### config.mk
export PLATFORM = sky130hd
export DESIGN_NAME = datapath_sequencer_flat
export DESIGN_NICKNAME = d
export VERILOG_FILES = /design/src/rtl/datapath_sequencer_if.sv /design/src/rtl/datapath_sequencer.sv /design/src/flat_wrapper.sv
export SDC_FILE = /design/constraint.sdc
export NUM_CORES = 1
export LEC_CHECK = 0
export CAP_MARGIN = 20
export CORE_MARGIN = 10
export CORE_UTILIZATION = 41
export CTS_CLUSTER_DIAMETER = 40
export DETAILED_ROUTE_END_ITERATION = 8
export PLACE_DENSITY_LB_ADDON = 0.25
export SETUP_SLACK_MARGIN = 0.05
export SLEW_MARGIN = 20
export SYNTH_ARGS = -nofsm -noshare
export SYNTH_HDL_FRONTEND = slang
export SYNTH_SLANG_ARGS = --single-unit
### constraint.sdc
create_clock -name clk -period 1.8 [get_ports clk]
set_input_delay 0.36 -clock clk [delete_from_list [all_inputs] [get_ports clk]]
set_output_delay 0.36 -clock clk [all_outputs]
set_load 0.05 [all_outputs]
### src/rtl/datapath_sequencer_if.sv
// Instruction handshake between the issuing unit and the datapath sequencer.
interface datapath_sequencer_if #(
  parameter int ADDR_W = 5,
  parameter int OP_W   = 7
);
  logic              instr_valid;
  logic              instr_ready;
  logic [OP_W-1:0]   op_code;
  logic [ADDR_W-1:0] rs1;
  logic [ADDR_W-1:0] rs2;
  logic [ADDR_W-1:0] rd;

  modport master (output instr_valid, op_code, rs1, rs2, rd, input instr_ready);
  modport slave  (input instr_valid, op_code, rs1, rs2, rd, output instr_ready);
endinterface

### src/rtl/datapath_sequencer.sv
// Multi-cycle control unit driving register file, data memory and
// adder_subtractor control/address lines, one instruction at a time.
//
// state       | meaning
// ------------+-----------------------------------------------------------
// IDLE        | waiting for an instruction, instr_ready high
// READ_RF     | register file read ports addressed (store, add, sub)
// EXECUTE     | ALU operation selected, read addresses held
// MEM_WRITE   | store: rf[rs1] written to mem[rd]
// MEM_READ    | load: mem[rs1] read requested
// WRITEBACK   | register file written from ALU or memory
// DONE        | one-cycle completion pulse, illegal_op flagged here
module datapath_sequencer #(
  parameter int ADDR_W = 5,
  parameter int OP_W   = 7,
  parameter int CNT_W  = 16
) (
  input  logic              clk,
  input  logic              rst_n,
  datapath_sequencer_if.slave instr,
  output logic [ADDR_W-1:0] rf_addr_a,
  output logic [ADDR_W-1:0] rf_addr_b,
  output logic              rf_write_en,
  output logic [ADDR_W-1:0] rf_write_addr,
  output logic [1:0]        rf_wdata_sel,
  output logic [ADDR_W-1:0] dm_addr,
  output logic              dm_write_enable,
  output logic              dm_read,
  output logic              alu_op,
  output logic              busy,
  output logic              done,
  output logic              illegal_op,
  output logic [CNT_W-1:0]  retired_count
);

  typedef enum logic [2:0] {
    S_IDLE, S_READ_RF, S_EXECUTE, S_MEM_WRITE, S_MEM_READ, S_WRITEBACK, S_DONE
  } state_t;

  localparam logic [OP_W-1:0] OP_NONE  = OP_W'(0);
  localparam logic [OP_W-1:0] OP_STORE = OP_W'(1);
  localparam logic [OP_W-1:0] OP_ADD   = OP_W'(2);
  localparam logic [OP_W-1:0] OP_SUB   = OP_W'(3);
  localparam logic [OP_W-1:0] OP_LOAD  = OP_W'(4);

  state_t            state, state_nxt;
  logic [OP_W-1:0]   op_q;
  logic [ADDR_W-1:0] rs1_q, rs2_q, rd_q;
  logic              err_q;
  logic              accept;
  logic              is_arith;

  assign accept            = instr.instr_valid && (state == S_IDLE);
  assign instr.instr_ready = (state == S_IDLE);
  assign is_arith          = (op_q == OP_ADD) || (op_q == OP_SUB);

  // State register; reset aborts any instruction in flight.
  always_ff @(posedge clk or negedge rst_n) begin
    if (!rst_n) state <= S_IDLE;
    else        state <= state_nxt;
  end

  // Capture instruction fields only at the accept edge; ignored while busy.
  always_ff @(posedge clk or negedge rst_n) begin
    if (!rst_n) begin
      op_q  <= '0;
      rs1_q <= '0;
      rs2_q <= '0;
      rd_q  <= '0;
      err_q <= 1'b0;
    end else if (accept) begin
      op_q  <= instr.op_code;
      rs1_q <= instr.rs1;
      rs2_q <= instr.rs2;
      rd_q  <= instr.rd;
      err_q <= (instr.op_code > OP_LOAD);
    end
  end

  // Retired-instruction counter, bumped as a legal instruction leaves DONE.
  always_ff @(posedge clk or negedge rst_n) begin
    if (!rst_n)                        retired_count <= '0;
    else if (state == S_DONE && !err_q) retired_count <= retired_count + CNT_W'(1);
  end

  // Next-state and Moore output decode from state and latched fields.
  always_comb begin
    state_nxt       = state;
    rf_addr_a       = '0;
    rf_addr_b       = '0;
    rf_write_en     = 1'b0;
    rf_write_addr   = '0;
    rf_wdata_sel    = 2'd0;
    dm_addr         = '0;
    dm_write_enable = 1'b0;
    dm_read         = 1'b0;
    alu_op          = 1'b0;
    busy            = (state != S_IDLE);
    done            = 1'b0;
    illegal_op      = 1'b0;
    case (state)
      S_IDLE: begin
        if (accept) begin
          case (instr.op_code)
            OP_NONE:                  state_nxt = S_IDLE;
            OP_STORE, OP_ADD, OP_SUB: state_nxt = S_READ_RF;
            OP_LOAD:                  state_nxt = S_MEM_READ;
            default:                  state_nxt = S_DONE;
          endcase
        end
      end
      S_READ_RF: begin
        rf_addr_a = rs1_q;
        if (is_arith) rf_addr_b = rs2_q;
        state_nxt = (op_q == OP_STORE) ? S_MEM_WRITE : S_EXECUTE;
      end
      S_EXECUTE: begin
        rf_addr_a = rs1_q;
        rf_addr_b = rs2_q;
        alu_op    = (op_q == OP_SUB);
        state_nxt = S_WRITEBACK;
      end
      S_MEM_WRITE: begin
        rf_addr_a       = rs1_q;
        dm_addr         = rd_q;
        dm_write_enable = 1'b1;
        state_nxt       = S_DONE;
      end
      S_MEM_READ: begin
        dm_addr   = rs1_q;
        dm_read   = 1'b1;
        state_nxt = S_WRITEBACK;
      end
      S_WRITEBACK: begin
        rf_write_en   = 1'b1;
        rf_write_addr = rd_q;
        if (is_arith) begin
          rf_addr_a    = rs1_q;
          rf_addr_b    = rs2_q;
          alu_op       = (op_q == OP_SUB);
          rf_wdata_sel = 2'd1;
        end else begin
          dm_addr      = rs1_q;
          dm_read      = 1'b1;
          rf_wdata_sel = 2'd2;
        end
        state_nxt = S_DONE;
      end
      S_DONE: begin
        done       = 1'b1;
        illegal_op = err_q;
        state_nxt  = S_IDLE;
      end
      default: state_nxt = S_IDLE;
    endcase
  end

endmodule

### src/flat_wrapper.sv
// flat-port wrapper written by rule: the top's interface ports become plain ports
module datapath_sequencer_flat 
#(
  parameter int ADDR_W = 5,
  parameter int OP_W   = 7,
  parameter int CNT_W  = 16
)
  (clk, rst_n, rf_addr_a, rf_addr_b, rf_write_en, rf_write_addr, rf_wdata_sel, dm_addr, dm_write_enable, dm_read, alu_op, busy, done, illegal_op, retired_count, instr_instr_valid, instr_op_code, instr_rs1, instr_rs2, instr_rd, instr_instr_ready);
  datapath_sequencer_if #(.ADDR_W(ADDR_W), .OP_W(OP_W)) instr_i ();
  input  logic clk;
  input  logic rst_n;
  output logic [ADDR_W-1:0] rf_addr_a;
  output logic [ADDR_W-1:0] rf_addr_b;
  output logic rf_write_en;
  output logic [ADDR_W-1:0] rf_write_addr;
  output logic [1:0] rf_wdata_sel;
  output logic [ADDR_W-1:0] dm_addr;
  output logic dm_write_enable;
  output logic dm_read;
  output logic alu_op;
  output logic busy;
  output logic done;
  output logic illegal_op;
  output logic [CNT_W-1:0] retired_count;
  input wire logic [$bits(instr_i.instr_valid)-1:0] instr_instr_valid;
  input wire logic [$bits(instr_i.op_code)-1:0] instr_op_code;
  input wire logic [$bits(instr_i.rs1)-1:0] instr_rs1;
  input wire logic [$bits(instr_i.rs2)-1:0] instr_rs2;
  input wire logic [$bits(instr_i.rd)-1:0] instr_rd;
  output wire logic [$bits(instr_i.instr_ready)-1:0] instr_instr_ready;
  assign instr_i.instr_valid = instr_instr_valid;
  assign instr_i.op_code = instr_op_code;
  assign instr_i.rs1 = instr_rs1;
  assign instr_i.rs2 = instr_rs2;
  assign instr_i.rd = instr_rd;
  assign instr_instr_ready = instr_i.instr_ready;
  datapath_sequencer #(.ADDR_W(ADDR_W), .OP_W(OP_W), .CNT_W(CNT_W)) u_core (.clk(clk), .rst_n(rst_n), .instr(instr_i), .rf_addr_a(rf_addr_a), .rf_addr_b(rf_addr_b), .rf_write_en(rf_write_en), .rf_write_addr(rf_write_addr), .rf_wdata_sel(rf_wdata_sel), .dm_addr(dm_addr), .dm_write_enable(dm_write_enable), .dm_read(dm_read), .alu_op(alu_op), .busy(busy), .done(done), .illegal_op(illegal_op), .retired_count(retired_count));
endmodule
==> results.json <==
{
  "hold_violations": 0,
  "synth_edf_count": 0,
  "final.period_utilization": 1.32,
  "grt_max_degree": 24,
  "areaGrowthSynthToFinish_pct": 86.6,
  "grt_overflow_total": 0,
  "num-fill-cells": 271,
  "crit_chain": "or4_4, nor3_4, a21oi_2, nor2b_4, buf_12",
  "die_h_um": 90.6,
  "clock_skew_ps": 2.77,
  "finalCriticalPeriod_ps": 2380,
  "ir_drop_uv": 1740,
  "clock_path_buffers": 2,
  "status": "finished with violations",
  "worstSetupPathType": "register to output pin",
  "cts-buffers-inserted": 5,
  "layout.nets": 303,
  "die-width_um": 90.6,
  "p_switching_mw": 2.84,
  "port_buffers": 70,
  "place_congestion": 0.805,
  "grt_usage": 0.147,
  "cellLeakagePower_nw": 1.76,
  "comb_power_share": 0.646,
  "whs_ps": 11.9,
  "slowest_stage": "or4_4",
  "hold_path_class": "primary input to async pin",
  "ys_types": 39,
  "critPathMaxStageDelay_ps": 560,
  "drtPass1Iterations": 4,
  "ff2ff_setup_slack_ps": -120,
  "drv_slew": 0,
  "fin_cells": 344,
  "ys_warn_count": 0,
  "grt_pass1_vias": 1849,
  "worst_pin_slew_ps": 627,
  "violations": "setup timing",
  "p_sw_frac": 0.412,
  "ys_ff_latch": 42,
  "clk_pin_slew_ps": 80,
  "drtAntennaViolNets": 0,
  "drive_gt1_frac": 0.606,
  "dpl_cell_area_um2": 3340,
  "async_flop_share": 1.00,
  "crit_fanout": 5,
  "maxCapViolCount": 0,
  "wl_um": 6600,
  "crit_buf_inv": 1,
  "clock_power_share": 0.111,
  "dr.first_iter.drc_count": 79,
  "crit_arrival_ps": 2020,
  "rows": 25,
  "synthesis.nets": 198,
  "critPathLaunchType": "register",
  "power_density_nw_per_um2": 1810,
  "synthFlopType": "dfrtp_1",
  "syn_area_um2": 2040,
  "rsz0062_at_grt": "yes",
  "die_area_um2": 8210,
  "via_per_inst": 5.20,
  "clkSinkCount": 42,
  "finalSetupViolations": 55,
  "root_buffer": "clkbuf_8",
  "preCtsSetupSlack_ps": -297,
  "fin_area_um2": 3810,
  "avgSynthCellArea_um2": 11.9,
  "r2r_end": "u_core.retired_count[13]",
  "synthCells": 172,
  "rr_startpoint": "u_core.state[0]",
  "p_int_mw": 4.05,
  "diodes": 0,
  "clock_latency_ps": 290,
  "end_kind": "output pin",
  "cp_top_family": "simple AND/OR/NAND/NOR gates",
  "dp_hpwl_um": 4360,
  "grt_pass1_wl_um": 9830,
  "pwr-share-seq": 0.243,
  "htreeDepth": 2,
  "wl_per_cell_um": 19.2,
  "cts_tree": "yes",
  "dp_cells": 324,
  "critPathRequiredTime_ps": 1440,
  "slew-limit-headroom": 0.582,
  "antenna_found_initial": 0,
  "drc": 0,
  "ios": 71,
  "total_power_mw": 6.88,
  "fmax_mhz": 420,
  "ys_seq_area_frac": 0.514,
  "num_vias": 1788,
  "rr_worst_depth": 8,
  "start_util": 0.427,
  "core_area_um2": 4790,
  "setup_slack_ps": -581
}
==> sequential cells by signal, indices dropped and copies added (netlist names) <==
| register | cells |
|---|---|
| u_core.err_q | 1 |
| u_core.op_q | 7 |
| u_core.rd_q | 5 |
| u_core.retired_count | 16 |
| u_core.rs1_q | 5 |
| u_core.rs2_q | 5 |
| u_core.state | 3 |
==> worst max path at each step <==
stage                              start           end  slack [ps]  depth (start not counted)
final                     u_core.op_q[3]  rf_addr_b[1]        -580                          5
after global routing      u_core.op_q[3]  rf_addr_a[3]        -690                          5
after CTS                 u_core.op_q[3]  rf_addr_b[1]        -600                          5
after detailed placement  u_core.op_q[3]    dm_addr[4]        -300                          5
after global placement    u_core.op_q[3]    dm_addr[0]        -270                          5
after floorplan           u_core.op_q[3]    dm_addr[0]        -260                          4
==> Yosys cell counts (3+ instances only) <==
library cell,instances,area share
dfrtp_1,42,0.51
mux2_2,22,0.12
xnor2_1,13,0.056
and3_1,9,0.028
and2_1,8,0.024
nand2_1,7,0.013
a22o_1,5,0.021
inv_1,5,0.0092
nand3_1,5,0.012
nor2_1,5,0.0092
nor2b_1,5,0.015
a21oi_1,3,0.0073
and4_1,3,0.013
buf_4,3,0.011
nand4_1,3,0.0092
==> power groups by stage <==
stage / Clock [mW] / Combinational, mW / Sequential [mW]
2_1_floorplan: 0 / 2.23 / 1.69
3_3_place_gp: 0 / 3.77 / 1.63
3_5_place_dp: 0 / 3.82 / 1.63
4_1_cts: 0.783 / 4.21 / 1.66
5_1_grt: 0.837 / 4.64 / 1.72
6_report: 0.765 / 4.44 / 1.67
==> layout make-up <==
cell class / count / area (µm²) / share of cell area
timing repair buffer: 107 / 1300 / 0.341
multi-input combinational: 116 / 1240 / 0.326
sequential: 42 / 1050 / 0.277
tap: 67 / 83.8 / 0.0220
clock buffer: 6 / 82.6 / 0.0217
clock inverter: 1 / 30.0 / 0.00788
inverter: 5 / 18.8 / 0.00492
==> kinds of logic (layout without fill, tap and decap cells) <==
kind of cell	count (synthesis)	count (layout)	synth area share
and+or+nand+nor	57	57	0.173
AOI/OAI and AO/OA	21	21	0.0808
adders and majority gates	1	1	0.00612
muxes	22	22	0.121
xor gates and xnor gates	15	15	0.0643
DFF	42	42	0.514
buffers and inverters	14	119	0.0398
==> routing by layer <==
| metal | vias up | global-route usage | share of wire |
|---|---|---|---|
| met2 | 54 | 0.249 | 0.52 |
| met5 | - | 0 | 0 |
| li1 | 821 | - | - |
| met1 | 909 | 0.169 | 0.41 |
| met3 | 4 | 0.0607 | 0.062 |
| met4 | 0 | 0.0292 | 0.0058 |
==> worst register-to-register path, cell delays in order (launching register included) <==
cell and delay (ps):
dfrtp_2 450, buf_6 130, buf_6 110, buf_6 100, buf_6 120, and4bb_1 310
and4_4 320, nand4_1 140, xnor2_1 150
==> stage by stage <==
| step | utilization | TNS, ps |
|---|---|---|
| after global placement | 0.698 | -4420 |
| after global routing | 0.797 | -16840 |
| after CTS | 0.760 | -11090 |
| final | 0.797 | -12550 |
| after floorplan | - | -4390 |
| after detailed placement | 0.698 | -4900 |
==> layout by cell type (no fill, tap or decap), drive strengths merged, types with 4 or more instances in the layout <==
cell type	Yosys	routed
clkbuf	2	7
nor3	4	4
mux2	22	22
nand3	5	5
xnor2	13	13
dfrtp	42	42
nor2	5	5
a22o	5	5
nor2b	5	5
inv	5	5
and3	9	9
nand2	7	7
clkdlybuf4s50	0	23
buf	7	83
and2	9	9
==> timing repair <==
item	4_1_cts	5_1_grt
hold buffers	0	0
cloned	0	1
resized for setup	41	32
pin swaps	7	21
hold endpoints to repair	0	0
setup endpoints to repair	29	63
setup buffers	7	8
Power figures use the tool's default switching activity.
